--- src/rtl/pc_pkg.sv ---
// Shared types and helpers for the fetch-address generator.
package pc_pkg;

    typedef enum logic [1:0] {
        PC_SEQ    = 2'b00,
        PC_BRANCH = 2'b01,
        PC_JALR   = 2'b10,
        PC_HOLD   = 2'b11
    } pc_src_e;

    typedef enum logic [1:0] {
        BOOT = 2'b00,
        RUN  = 2'b01,
        HALT = 2'b10
    } pc_state_e;

    localparam int INSTR_BYTES_DEF = 4;

    // Only 2- and 4-byte instructions are supported.
    function automatic int ib_log2(input int bytes);
        return (bytes == 2) ? 1 : 2;
    endfunction

endpackage

--- src/rtl/pc_target_calc.sv ---
// Redirect target select/add; optional misalign detect under PC_MISALIGN_TRAP_EN.
module pc_target_calc
    import pc_pkg::*;
#(
    parameter int XLEN        = 32,
    parameter int INSTR_BYTES = INSTR_BYTES_DEF
) (
    input  pc_src_e           pc_src,
    input  logic [XLEN-1:0]   br_pc,
    input  logic [XLEN-1:0]   imm,
    input  logic [XLEN-1:0]   alu_out,
    output logic              redirect,
    output logic [XLEN-1:0]   target
`ifdef PC_MISALIGN_TRAP_EN
    , output logic            misalign
`endif
);

    localparam int SHIFT = ib_log2(INSTR_BYTES);

    logic [XLEN-1:0] raw;

    always_comb begin
        raw      = '0;
        redirect = 1'b0;
        case (pc_src)
            PC_BRANCH: begin
                raw      = br_pc + imm;
                redirect = 1'b1;
            end
            PC_JALR: begin
                raw      = alu_out & ~XLEN'(1);
                redirect = 1'b1;
            end
            default: ;
        endcase
    end

`ifdef PC_MISALIGN_TRAP_EN
    assign target   = raw;
    assign misalign = redirect && ((raw << (XLEN - SHIFT)) != '0);
`else
    // Without trapping, misaligned targets are silently rounded down.
    assign target   = (raw >> SHIFT) << SHIFT;
`endif

endmodule

--- src/rtl/pc_gen.sv ---
// Fetch-address generator: boot/run/halt FSM, valid/ready fetch port, redirect flush.
// Optional misaligned-target trapping enabled by defining PC_MISALIGN_TRAP_EN.
module pc_gen
    import pc_pkg::*;
#(
    parameter int              XLEN         = 32,
    parameter logic [XLEN-1:0] RESET_VECTOR = '0,
    parameter logic [XLEN-1:0] TRAP_VECTOR  = XLEN'(32'h0000_0100),
    parameter int              INSTR_BYTES  = INSTR_BYTES_DEF
) (
    input  logic            clk,
    input  logic            rst,
    input  logic [1:0]      pc_src,
    input  logic [XLEN-1:0] br_pc,
    input  logic [XLEN-1:0] imm,
    input  logic [XLEN-1:0] alu_out,
    input  logic            trap_valid,
    input  logic            halt_req,
    input  logic            resume,
    input  logic            fetch_ready,
    output logic            fetch_valid,
    output logic [XLEN-1:0] pc_out,
    output logic            flush,
    output logic            halted,
    output logic            misalign_trap,
    output logic [XLEN-1:0] bad_target
);

    if (INSTR_BYTES != 2 && INSTR_BYTES != 4) begin : g_bad_ib
        $error("pc_gen: INSTR_BYTES must be 2 or 4");
    end

    pc_state_e       state, state_nx;
    logic [XLEN-1:0] pc_q, pc_nx;
    logic            flush_q, flush_nx;
    logic            tgt_redirect, redirect;
    logic [XLEN-1:0] target;

`ifdef PC_MISALIGN_TRAP_EN
    logic            tgt_misalign;
    logic            mis_q, mis_nx;
    logic [XLEN-1:0] bad_q, bad_nx;
`endif

    pc_target_calc #(
        .XLEN        (XLEN),
        .INSTR_BYTES (INSTR_BYTES)
    ) u_calc (
        .pc_src   (pc_src_e'(pc_src)),
        .br_pc    (br_pc),
        .imm      (imm),
        .alu_out  (alu_out),
        .redirect (tgt_redirect),
        .target   (target)
`ifdef PC_MISALIGN_TRAP_EN
        , .misalign (tgt_misalign)
`endif
    );

    assign fetch_valid = (state == RUN);
    assign halted      = (state == HALT);
    assign pc_out      = pc_q;
    assign flush       = flush_q;
    assign redirect    = trap_valid || tgt_redirect;

    always_comb begin
        state_nx = state;
        case (state)
            BOOT:    state_nx = RUN;
            RUN:     if (halt_req && !redirect) state_nx = HALT;
            HALT:    if (resume && !halt_req)   state_nx = RUN;
            default: state_nx = BOOT;
        endcase
    end

    always_comb begin
        pc_nx    = pc_q;
        flush_nx = 1'b0;
`ifdef PC_MISALIGN_TRAP_EN
        mis_nx   = 1'b0;
        bad_nx   = bad_q;
`endif
        if (state != BOOT) begin
            if (trap_valid) begin
                pc_nx = TRAP_VECTOR;
            end else if (tgt_redirect) begin
`ifdef PC_MISALIGN_TRAP_EN
                if (tgt_misalign) begin
                    pc_nx  = TRAP_VECTOR;
                    mis_nx = 1'b1;
                    bad_nx = target;
                end else begin
                    pc_nx  = target;
                end
`else
                pc_nx = target;
`endif
            // A halting cycle withdraws the request, so the PC must not advance.
            end else if (pc_src_e'(pc_src) == PC_SEQ && fetch_valid && fetch_ready
                         && !halt_req) begin
                pc_nx = pc_q + XLEN'(INSTR_BYTES);
            end
            flush_nx = fetch_valid && redirect;
        end
    end

    always_ff @(posedge clk or negedge rst) begin
        if (!rst) begin
            state   <= BOOT;
            pc_q    <= RESET_VECTOR;
            flush_q <= 1'b0;
        end else begin
            state   <= state_nx;
            pc_q    <= pc_nx;
            flush_q <= flush_nx;
        end
    end

`ifdef PC_MISALIGN_TRAP_EN
    always_ff @(posedge clk or negedge rst) begin
        if (!rst) begin
            mis_q <= 1'b0;
            bad_q <= '0;
        end else begin
            mis_q <= mis_nx;
            bad_q <= bad_nx;
        end
    end

    assign misalign_trap = mis_q;
    assign bad_target    = bad_q;
`else
    assign misalign_trap = 1'b0;
    assign bad_target    = '0;
`endif

endmodule

--- config.mk ---
export PLATFORM = sky130hd
export DESIGN_NAME = pc_gen
export DESIGN_NICKNAME = d
export VERILOG_FILES = /design/src/rtl/pc_pkg.sv /design/src/rtl/pc_target_calc.sv /design/src/rtl/pc_gen.sv
export SDC_FILE = /design/constraint.sdc
export NUM_CORES = 1
export LEC_CHECK = 0
export BUFFER_PORTS_ARGS = -buffer_cell sky130_fd_sc_hd__buf_2
export CAP_MARGIN = 20
export CORE_MARGIN = 5
export CORE_UTILIZATION = 40
export CTS_CLUSTER_SIZE = 12
export DETAILED_ROUTE_END_ITERATION = 8
export PLACE_DENSITY = 0.68
export SLEW_MARGIN = 20
export SYNTH_ARGS = -nofsm -noshare
export SYNTH_HDL_FRONTEND = slang
export SYNTH_SLANG_ARGS = --single-unit
--- constraint.sdc ---
create_clock -name clk -period 3.7 [get_ports clk]
set_clock_uncertainty 0.15 [all_clocks]
set_input_delay 0.74 -clock clk [delete_from_list [all_inputs] [get_ports clk]]
set_output_delay 0.74 -clock clk [all_outputs]
set_load 0.005 [all_outputs]
==> impl_metrics.toml <==
[sta]
finalSetupViolCount = 0
tns_ps = 0
fmax_ghz = 0.304
post-route-min-period_ps = 3290
drv_slew = 0
period_share_pct = 89.0
slew-limit-headroom_pct = 32.4
postLayoutSetupSlackWorst_ps = 406
final-hold-violation-count = 0
tightest_slew_ps = 1010
rsz0062_at_grt = "no"

[power]
clockPowerShare_pct = 17.6
powerDensity_mw_per_mm2 = 317
vdd_drop_max_mv = 0.136
seqPwrFrac_pct = 35.4
p_comb_share_pct = 46.9
p_int_w = 0.000876
p_sw_share_pct = 41.7
leakage_nw = 2.35
p_switching_w = 0.000627

[floorplanning]
dieArea_sq_mm = 0.0120
die_height_um = 110
io_pins = 172
coreArea_sq_mm = 0.00973
die_w_um = 110
start_util_pct = 40.8
rows = 36

[logic_synthesis]
ys_ff_latch = 33
seq_area_frac_synth_pct = 20.8
synthesis.area_sq_mm = 0.00397
async_flop_share_pct = 100
ys_warn_count = 0
ys_types = 60
syn_avg_cell_area_sq_um = 7.74
synth_edf_count = 0
synth_cells = 513
synth_ff_type = "dfrtp_1"

[grt]
grt_pass1_vias = 3909
grtUsageTotal_pct = 19.8
grt_max_degree = 34
grt_pass1_wl_um = 19100
antenna_found_initial = 0
grt_overflow = 0

[final_layout]
antennaDiodeCount = 0
fin_nets = 779
multiInputGateArea_sq_mm = 0.00288
fill_cells = 974
fin_util_pct = 48.8
drive_gt1_share_pct = 24.9
final-seq-area_sq_um = 826
areaGrowthSynthToFinish_pct = 19.4

[job]
maxCapViolCount = 0

[detailed_routing]
drtAntennaViolNets = 0
drc = 0
wire_per_inst_um = 15.7
drt_first_pass_iters = 4
wirelength_um = 12200
routed_via_density = 5.38
drt-initial-drc-count = 265
via_count = 4172

[clock_network]
cts_inserted_buffers = 5
clock_latency_ps = 290
postCtsSetupRepairBufs = 0
cts_tree = "done"
ctsLongestPathBuffers = 2
clkTransAtPathRegs_ps = 70
hold_buffers = 0
htreeDepth = 2
cts.sinks = 33
post_cts_resized = 0
clock-root-buffer = "clkbuf_8"

[worst_setup_path]
critPathKind = "in2reg"
worstPathMaxFanout = 6
worst_setup_path_start_kind = "input port"
worstSetupEndpointType = "flip-flop"
slowest_stage = "a2111o_1"
crit_arrival_ps = 3300
path_cells = "buf_2 -> ha_1 -> a2111o_1 -> a31oi_2 -> a2bb2oi_4 -> o21ai_2 -> a311o_1 -> xor2_1 -> a221oi_1 -> o21ai_0"
cp.required_ps = 3710
critPathMaxStageDelay_ps = 430

[placed_design]
gp_congestion = 0.848
placement.io_buffers = 134
pre_cts_slack_ps = 154
dp_hpwl_um = 9990

[min_path]
hold_class = "in2async"

[status]
status = "finished clean"
## state kept, by name (all words and copies together) (netlist names)
name	count
pc_out	30
state	2
flush	1
## per-stage QoR
step | area, sq um | std cells | power [W] | hold slack, ps
after global routing | 4740 | 775 | 0.00162 | 442
after detailed placement | 4660 | 767 | 0.00124 | 395
after CTS | 4740 | 775 | 0.00151 | 401
final | 4740 | 775 | 0.00150 | 372
after floorplan | 4100 | 547 | 0.000989 | 294
after global placement | 4660 | 767 | 0.00122 | 390
## cells by family (layout without fill, tap and decap cells)
kind of cell    Yosys count  count (layout)  share of synthesized area [%]
compound gates          173             173                           30.3
xor+xnor                 31              31                           6.83
fa+ha+maj                34              34                           10.7
buf+inv                  71             166                           10.0
flops                    33              33                           20.8
mux                       6               6                           1.54
other cells               1              35                         0.0944
simple gates            164             164                           19.7
## final timing paths
path,from,cells after the start,slack (ps),endpoint
max reg2reg,pc_out[7],8,990,pc_out[25]
min reg2reg,state[0],1,410,state[0]
max,br_pc[7],10,410,pc_out[18]
min,rst,1,370,pc_out[9]
min in group clk,state[0],1,410,state[0]
max in group asynchronous,rst,1,2540,pc_out[25]
## worst max-delay path: cells and delay by family
family,cells,cell delay (ps)
buf+inv,1,110
xor+xnor,1,160
fa+ha+maj,1,310
compound gates,7,1980
## cells in the mapped netlist (3+ instances only)
master	number	area, sq um
nand3_1	26	130
dfrtp_1	33	826
nor2_1	33	124
o31ai_1	6	45.0
nor2b_1	6	37.5
nor4_1	3	18.8
a211oi_1	10	75.1
a221oi_1	14	123
and3_1	13	81.3
ha_1	34	425
xor2_1	14	123
mux2i_1	5	50.1
a21o_1	19	143
a21boi_0	3	22.5
nand2_1	58	218
nor3_1	3	15.0
o21ai_0	34	170
clkbuf_1	19	71.3
inv_1	17	63.8
a211o_1	3	26.3
o21a_1	3	22.5
a21oi_1	36	180
nand3b_1	3	22.5
xnor2_1	17	149
nand4_1	7	43.8
a31oi_1	15	93.8
buf_4	35	263
o221ai_1	3	26.3
## power by group through the flow
stage / Clock [W] / Combinational, W / Sequential, W
finish: 0.000265 / 0.000706 / 0.000532
detailed placement: 0 / 0.000704 / 0.000536
CTS: 0.000270 / 0.000707 / 0.000529
global route: 0.000287 / 0.000791 / 0.000547
global placement: 0 / 0.000689 / 0.000532
floorplan: 0 / 0.000470 / 0.000520
## metal layers
metal	global-route usage, %	routed length (um)
met5	0	0
met4	5.79	182
met2	32.3	5740
met3	1.82	778
met1	27.9	5460
## final cells by class
class | instances | share of cell area, %
Multi-Input combinational cell | 443 | 60.8
Timing Repair Buffer | 141 | 15.2
Clock buffer | 8 | 1.69
Sequential cell | 33 | 17.4
Tap cell | 133 | 3.51
Inverter | 17 | 1.35
## cell usage in the layout (no fill, tap or decap), types with 10 or more instances in the layout
cell / n
nor2_1: 33
ha_1: 34
inv_1: 17
a211oi_1: 10
o21ai_0: 34
a21o_1: 19
xnor2_1: 17
and3_1: 13
xor2_1: 14
nand2_1: 58
buf_2: 134
a21oi_1: 36
a31oi_1: 15
a221oi_1: 14
dfrtp_1: 33
conb_1: 35
nand3_1: 26
No activity file was read; power rests on OpenSTA's default activity.
